[config.mk]
export PLATFORM = sky130hd
export DESIGN_NAME = ms_stopwatch_counter
export DESIGN_NICKNAME = d
export VERILOG_FILES = /design/src/rtl/stopwatch_pkg.sv /design/src/rtl/bcd_digit_counter.sv /design/src/rtl/ms_stopwatch_counter.sv
export SDC_FILE = /design/constraint.sdc
export NUM_CORES = 1
export LEC_CHECK = 0
export CORE_ASPECT_RATIO = 1.5
export CORE_MARGIN = 5
export CORE_UTILIZATION = 45
export CTS_CLUSTER_DIAMETER = 30
export DETAILED_ROUTE_END_ITERATION = 8
export PLACE_DENSITY = 0.69
export SLEW_MARGIN = 20
export SYNTH_ARGS = -nofsm -noshare
export SYNTH_HDL_FRONTEND = slang
export SYNTH_SLANG_ARGS = --single-unit
[constraint.sdc]
create_clock -name clk -period 2 [get_ports clk]
set_clock_uncertainty 0.2 [all_clocks]
set_input_delay 0.4 -clock clk [delete_from_list [all_inputs] [get_ports clk]]
set_output_delay 0.4 -clock clk [all_outputs]
set_load 0.01 [all_outputs]
[src/rtl/stopwatch_pkg.sv]
// Shared types and constants for the millisecond stopwatch.
// to_bcd2 turns an integer parameter into its two-digit BCD form.
package stopwatch_pkg;

    typedef enum logic {
        STOPPED = 1'b0,
        RUNNING = 1'b1
    } run_state_e;

    localparam int DIGIT_W = 4;
    localparam logic [DIGIT_W-1:0] DIGIT_MAX_9 = 4'd9;
    localparam logic [DIGIT_W-1:0] DIGIT_MAX_5 = 4'd5;

    function automatic logic [2*DIGIT_W-1:0] to_bcd2(input int unsigned v);
        return {DIGIT_W'(v / 10), DIGIT_W'(v % 10)};
    endfunction

endpackage

[src/rtl/bcd_digit_counter.sv]
// One BCD digit: wraps at max_val and emits a carry on that wrap.
// digit_nxt exposes the value the digit will take at the next edge.
module bcd_digit_counter
    import stopwatch_pkg::*;
(
    input  logic               clk,
    input  logic               rst_n,
    input  logic               clr,
    input  logic               inc,
    input  logic [DIGIT_W-1:0] max_val,
    output logic [DIGIT_W-1:0] digit,
    output logic [DIGIT_W-1:0] digit_nxt,
    output logic               carry
);

    logic at_max;

    assign at_max = (digit == max_val);
    assign carry  = inc & at_max & ~clr;

    always_comb begin
        digit_nxt = digit;
        if (clr)
            digit_nxt = '0;
        else if (inc)
            digit_nxt = at_max ? '0 : digit + 4'd1;
    end

    always_ff @(posedge clk or negedge rst_n) begin
        if (!rst_n)
            digit <= '0;
        else
            digit <= digit_nxt;
    end

endmodule

[src/rtl/ms_stopwatch_counter.sv]
// MM:SS.mmm BCD stopwatch driven by the millisecond tick, with run control,
// clear, and a lap mode that freezes the display while the count continues.
module ms_stopwatch_counter
    import stopwatch_pkg::*;
#(
    parameter bit TICK_IS_LEVEL = 1'b1,
    parameter int MAX_MIN       = 59
) (
    input  logic        clk,
    input  logic        rst_n,
    input  logic        ms_tick,
    input  logic        start,
    input  logic        stop,
    input  logic        clear,
    input  logic        lap,
    output logic [11:0] ms_bcd,
    output logic [7:0]  sec_bcd,
    output logic [7:0]  min_bcd,
    output logic        running,
    output logic        lap_active,
    output logic        overflow
);

    localparam logic [7:0] MAX_MIN_BCD = to_bcd2(MAX_MIN);

    run_state_e state, state_nxt;
    logic       tick_evt;
    logic       cnt_en;

    generate
        if (TICK_IS_LEVEL) begin : g_level
            logic tick_q;
            always_ff @(posedge clk or negedge rst_n) begin
                if (!rst_n)
                    tick_q <= 1'b0;
                else
                    tick_q <= ms_tick;
            end
            assign tick_evt = ms_tick & ~tick_q;
        end else begin : g_pulse
            assign tick_evt = ms_tick;
        end
    endgenerate

    always_ff @(posedge clk or negedge rst_n) begin
        if (!rst_n)
            state <= STOPPED;
        else
            state <= state_nxt;
    end

    // stop wins over a simultaneous start
    always_comb begin
        state_nxt = state;
        case (state)
            STOPPED: if (start && !stop) state_nxt = RUNNING;
            RUNNING: if (stop)           state_nxt = STOPPED;
            default:                     state_nxt = STOPPED;
        endcase
    end

    always_comb begin
        running = (state == RUNNING);
    end

    assign cnt_en = running & tick_evt & ~clear;

    logic [DIGIT_W-1:0] ms0, ms1, ms2, s0, s1, m0, m1;
    logic [DIGIT_W-1:0] ms0_n, ms1_n, ms2_n, s0_n, s1_n, m0_n, m1_n;
    logic c_ms0, c_ms1, c_ms2, c_s0, c_s1, c_m0, unused_c_m1;
    logic min_at_max, min_wrap, min_clr;

    // minutes wrap as a pair in one cycle instead of rippling per digit
    assign min_at_max = ({m1, m0} == MAX_MIN_BCD);
    assign min_wrap   = c_s1 & min_at_max;
    assign min_clr    = clear | min_wrap;

    bcd_digit_counter u_ms0 (.clk(clk), .rst_n(rst_n), .clr(clear), .inc(cnt_en),
        .max_val(DIGIT_MAX_9), .digit(ms0), .digit_nxt(ms0_n), .carry(c_ms0));
    bcd_digit_counter u_ms1 (.clk(clk), .rst_n(rst_n), .clr(clear), .inc(c_ms0),
        .max_val(DIGIT_MAX_9), .digit(ms1), .digit_nxt(ms1_n), .carry(c_ms1));
    bcd_digit_counter u_ms2 (.clk(clk), .rst_n(rst_n), .clr(clear), .inc(c_ms1),
        .max_val(DIGIT_MAX_9), .digit(ms2), .digit_nxt(ms2_n), .carry(c_ms2));
    bcd_digit_counter u_s0 (.clk(clk), .rst_n(rst_n), .clr(clear), .inc(c_ms2),
        .max_val(DIGIT_MAX_9), .digit(s0), .digit_nxt(s0_n), .carry(c_s0));
    bcd_digit_counter u_s1 (.clk(clk), .rst_n(rst_n), .clr(clear), .inc(c_s0),
        .max_val(DIGIT_MAX_5), .digit(s1), .digit_nxt(s1_n), .carry(c_s1));
    bcd_digit_counter u_m0 (.clk(clk), .rst_n(rst_n), .clr(min_clr), .inc(c_s1 & ~min_at_max),
        .max_val(DIGIT_MAX_9), .digit(m0), .digit_nxt(m0_n), .carry(c_m0));
    bcd_digit_counter u_m1 (.clk(clk), .rst_n(rst_n), .clr(min_clr), .inc(c_m0),
        .max_val(DIGIT_MAX_9), .digit(m1), .digit_nxt(m1_n), .carry(unused_c_m1));

    logic [27:0] live, live_nxt, disp, shown;

    assign live     = {m1, m0, s1, s0, ms2, ms1, ms0};
    assign live_nxt = {m1_n, m0_n, s1_n, s0_n, ms2_n, ms1_n, ms0_n};

    // lap capture takes the post-tick value so a same-cycle tick is included
    always_ff @(posedge clk or negedge rst_n) begin
        if (!rst_n) begin
            disp       <= '0;
            lap_active <= 1'b0;
            overflow   <= 1'b0;
        end else if (clear) begin
            disp       <= '0;
            lap_active <= 1'b0;
            overflow   <= 1'b0;
        end else begin
            if (min_wrap)
                overflow <= 1'b1;
            if (lap) begin
                if (!lap_active)
                    disp <= live_nxt;
                lap_active <= ~lap_active;
            end
        end
    end

    assign shown   = lap_active ? disp : live;
    assign min_bcd = shown[27:20];
    assign sec_bcd = shown[19:12];
    assign ms_bcd  = shown[11:0];

endmodule

; ---- After elaboration in Yosys (flattened, before gate mapping)
; Index checks and enable logic that the tools add are counted.
; Widths: inputs -> output; s select.
[totals]
reg_bits = 60
latch_bits = 0
ram_bits = 0
romBits = 0
elab_cells = 89
memories = 0
[classes]
addsub = 7
n_mul = 0
n_div = 0
magnitude_cmp = 0
n_eq_ne = 9
shift = 0
mux = 32
bitwise_logic = 24
reduce_logical = 5
[op_table]
columns = operator, n
row1 = $mux 28, 4
row2 = $mux 4, 21
row3 = $add 4x1->4 const B, 7
row4 = $eq 4x4->1 const B, 6
row5 = $and 1x1->1, 17
row6 = $eq 8x7->1 const B, 1
row7 = $mux 1, 6
row8 = $not 1->1, 6
row9 = $eq 4x3->1 const B, 1
row10 = $reduce_bool 2->1, 2
row11 = $ne 2x2->1 const B, 1
row12 = $pmux 1 s2, 1
row13 = $reduce_and 2->1, 1
row14 = $logic_and 1x1->1, 1
row15 = $logic_not 1->1, 1
row16 = $or 1x1->1, 1

; ---- Depth between registers and ports, before layout
[depth]
word_depth = 23
ltp_mapped = 8
depth_no_buf = 7

; ---- Modules after synthesis
; Synthesis repeated with hierarchy kept, for this count alone.
[hier_totals]
hier_cells = 367
area_unflattened_um2 = 3915.0
[modules_own_cells]
columns = module, n_inst, cells_per_inst, area_per_inst_um2, seq_area_each_um2
row1 = ms_stopwatch_counter, 1, 178, 1961.9, 800.8
row2 = bcd_digit_counter, 7, 27, 279.0, 100.1

; ---- Worst setup path after synthesis
; OpenSTA, ideal clock, no wires.
[synth_path]
path_type = reg2out
from = reg lap_active
to = out min_bcd[0]
arrival_time_ps = 1486
slack_ps = -86
stages_incl_launch_ff = 4
path_cell_list = dfrtp_1 -> clkbuf_1 -> clkbuf_1 -> mux2_2
[synth_via]
elab_chain_len = 1
[synth_rtl]
columns = item, line_no
row1 = "start, declared", ms_stopwatch_counter.sv:20  ; output logic lap_active,
row2 = "start signal, assigned", ms_stopwatch_counter.sv:114  ; lap_active <= ~lap_active;
row3 = $mux 28, ms_stopwatch_counter.sv:119  ; assign shown = lap_active ? disp : live;
row4 = "end, declared", ms_stopwatch_counter.sv:18  ; output logic [7:0] min_bcd,
; No other way between the ends.

; ---- Final worst setup path
[layout_path]
from = reg lap_active
to = out min_bcd[4]
; The elaborated chain is that of the path after synthesis.

==> metrics.md <==
| Metric | Value |
|---|---|
| Status | finished with violations |
| Failing checks | setup timing |
| Final period util | 106% |
| Setup-failing EPs final | 41 |
| Slowest cell delay on critical path | 460 ps |
| Die height | 117 um |
| Die area | 9500 um^2 |
| Initial antenna violation count | 0 |
| Max_cap viols | 0 |
| DRT iter0 DRCs | 252 |
| Post-route minimum period | 2120 ps |
| Worst path top cell family by delay | flip-flops |
| Dominant synthesized flop cell | dfrtp_1 |
| WP buf/inv | 3 |
| First-pass GRT wire length | 15,200 um |
| Worst skew pair latency | 330 ps |
| DRC viols | 0 |
| Ranking of synthesized cells by area | dfrtp_1 (44%), mux2_2 (7.2%), nor2_1 (6.3%) |
| Worst hold-check path type | in -> reg |
| Synthesized net count | 366 |
| Max Slew Vio Count | 0 |
| Crit path depth | 4 |
| Initial core utilization | 45.6% |
| Avg Vias per Cell | 5.59 |
| Core ar. | 7510 um^2 |
| Root Buffer | clkbuf_16 |
| Final wirelength | 10,500 um |
| Clock Path Buffers | 2 |
| Headroom to the max-slew limit | 63.3% |
| Total track usage | 21.1% |
| Final worst slack | -125 ps |
| Fin util | 71.0% |
| Post-Syn Instances | 345 |
| Die width | 81.3 um |
| Routed vias | 3,143 |
| Rows | 39 |
| Crit-path cells | clkbuf_16 > buf_6 > mux2_4 > buf_6 |
| Post-synth top area share | 43.8% |
| Routability cong. | 0.812 |
| Final HPWL DP | 5550 um |
| Startpoint Class | register |
| CTS buffer count | 9 |
| Pleak | 2.50 nW |
| Post-synth EDFFs | 0 |
| Cell Pwr Density | 583 nW/um^2 |
| Final hold vios | 0 |
| Syn. warnings | 0 |
| Synthesized area per cell | 9.94 um^2 |
| DRT antenna net count | 0 |
| Most frequent cells in the layout | dfrtp_1 (59), nor2_1 (56), buf_4 (49) |
| Sink Count | 60 |
| Synthesized area | 3430 um^2 |
| Final setup TNS | -3130 ps |
| Async SR Flop Fraction | 100% |
| Largest net degree at the start of global routing | 47 |
| Worst vdd ir | 0.000518 V |
| Worst-path fanout max | 8 |
| Seq/Total Area, Yosys | 43.8% |
| Setup crit end kind | primary output |
| Req. time, crit path | 1400 ps |
| Synth area leader | dfrtp_1 |
| I/O Pins | 38 |
| TritonRoute pass-1 iters | 4 |
| Routed wire length per instance | 18.7 um |
| Critical path class | reg -> out |
| Most common cell after layout, fill and taps aside | dfrtp_1 |
| CP most frequent cell | buf_6 |
| Worst slew pin tran | 551 ps |
| CP arrival | 1520 ps |
| Hold Path Cell Cnt | 1 |
| Flops & latches, synth | 60 |
| RSZ-0062 raised after global routing | yes |
| Number of global-route vias before repair | 3,180 |
| CTS tree | yes |
| Reg clk slew, reported paths | 50 ps |
| Slowest CP cell | dfrtp_2 |
| Fmax | 471 MHz |
| Layout net count | 476 |
| Congestion Overflow GR | 0 |
| Share of cells above drive strength 1 | 46.7% |
| Number of inserted diodes | 0 |
| R2R cell count | 8 |
| Port bufs | 37 |
| CTS H-Tree Depth | 3 |
| Synthesis-to-layout area growth | 55.7% |
| Yosys cell types | 51 |
==> power breakdown <==
group	internal, mW	leakage, nW	total, mW	switching, mW
logic	0.191	1.54	0.379	0.189
clock network	0.938	0.140	1.46	0.525
registers	1.25	0.821	1.27	0.0229
total	2.37	2.50	3.11	0.736
==> sequential cells by signal, indices dropped and copies added, names as in the netlist <==
register and flops:
overflow 1, u_m1.digit 4, u_ms0.digit 4, u_ms2.digit 4
disp 28, running 1, u_s0.digit 4, lap_active 1
g_level.tick_q 1, u_s1.digit 4, u_m0.digit 4, u_ms1.digit 4
==> cell usage after synthesis (3+ instances only) <==
| cell type | number |
|---|---|
| and3b_1 | 6 |
| nand2_1 | 23 |
| mux2i_1 | 13 |
| nor2_1 | 58 |
| nand3_1 | 6 |
| o31ai_1 | 4 |
| a21oi_1 | 14 |
| clkbuf_1 | 16 |
| and2_1 | 3 |
| xnor2_1 | 3 |
| nor3_1 | 10 |
| a211oi_1 | 15 |
| ha_1 | 14 |
| nand4_1 | 4 |
| nand3b_1 | 7 |
| mux2_2 | 22 |
| o21ai_0 | 16 |
| dfrtp_1 | 60 |
| inv_1 | 10 |
==> metrics by stage <==
step           hold slack [ps]  instances  instance area [um^2]  worst slack [ps]  power (mW)
3_5_place_dp              75.1        511                  4230              -388        1.54
3_3_place_gp              71.4        511                  4230              -377        1.53
2_1_floorplan            -95.6        345                  3430              31.0        1.41
5_1_grt                    222        562                  5340              -171        3.21
4_1_cts                    210        557                  5000              -150        3.10
6_report                   228        562                  5340              -125        3.11
==> area by class of cell <==
type                       instances  area, um^2
fill                             521        2180
clock inverter                     1        5.00
inverter                          10        37.5
timing repair buffer             119        1170
tap                              102         128
clock buffer                      15         278
multi-input combinational        255        2220
sequential                        60        1500
==> routing by layer <==
metal	track usage, %	vias up	wire length [um]
li1	-	1449	-
met4	10.9	0	502
met2	37.2	87	5610
met3	3.98	40	448
met5	0	-	0
met1	23.9	1567	3950
==> final timing paths <==
| check | from | end | slack, ps |
|---|---|---|---|
| min in group asynchronous | rst_n | u_s0.digit[0] | 270 |
| max | lap_active | min_bcd[4] | -120 |
| min reg2reg | disp[0] | disp[0] | 310 |
| max in group asynchronous | rst_n | u_m0.digit[2] | 860 |
| min | ms_tick | g_level.tick_q | 230 |
| max reg2reg | u_ms0.digit[1] | disp[24] | -80 |
==> worst register-to-register path: stages (launching register included) <==
cell and delay, ps:
dfrtp_1 380, inv_2 80, ha_4 130, buf_6 90
and3b_2 270, nand3_4 190, nor2_4 220, mux2i_2 270
a211oi_1 110
==> cell families (layout without fill, tap and decap cells) <==
logic type / after synthesis / after routing / share of synthesized area, %
AND/OR/NAND/NOR: 138 / 139 / 22.7
multiplexers: 35 / 35 / 11.0
flip-flops: 60 / 60 / 43.8
XOR/XNOR: 4 / 4 / 1.02
adder cells (fa/ha/maj): 14 / 14 / 5.11
buffers and inverters: 31 / 145 / 3.90
AO/OA/AOI/OAI: 63 / 63 / 12.4
==> what timing repair did <==
item                                   CTS  global route
hold buffers                             1             0
pin swaps                               10            19
endpoints found under the hold margin   45             0
setup endpoints to repair               47            62
gates cloned                             4             0
gates resized for setup                196            71
setup buffers                           25             7
No activity file was read; power rests on OpenSTA's default activity.
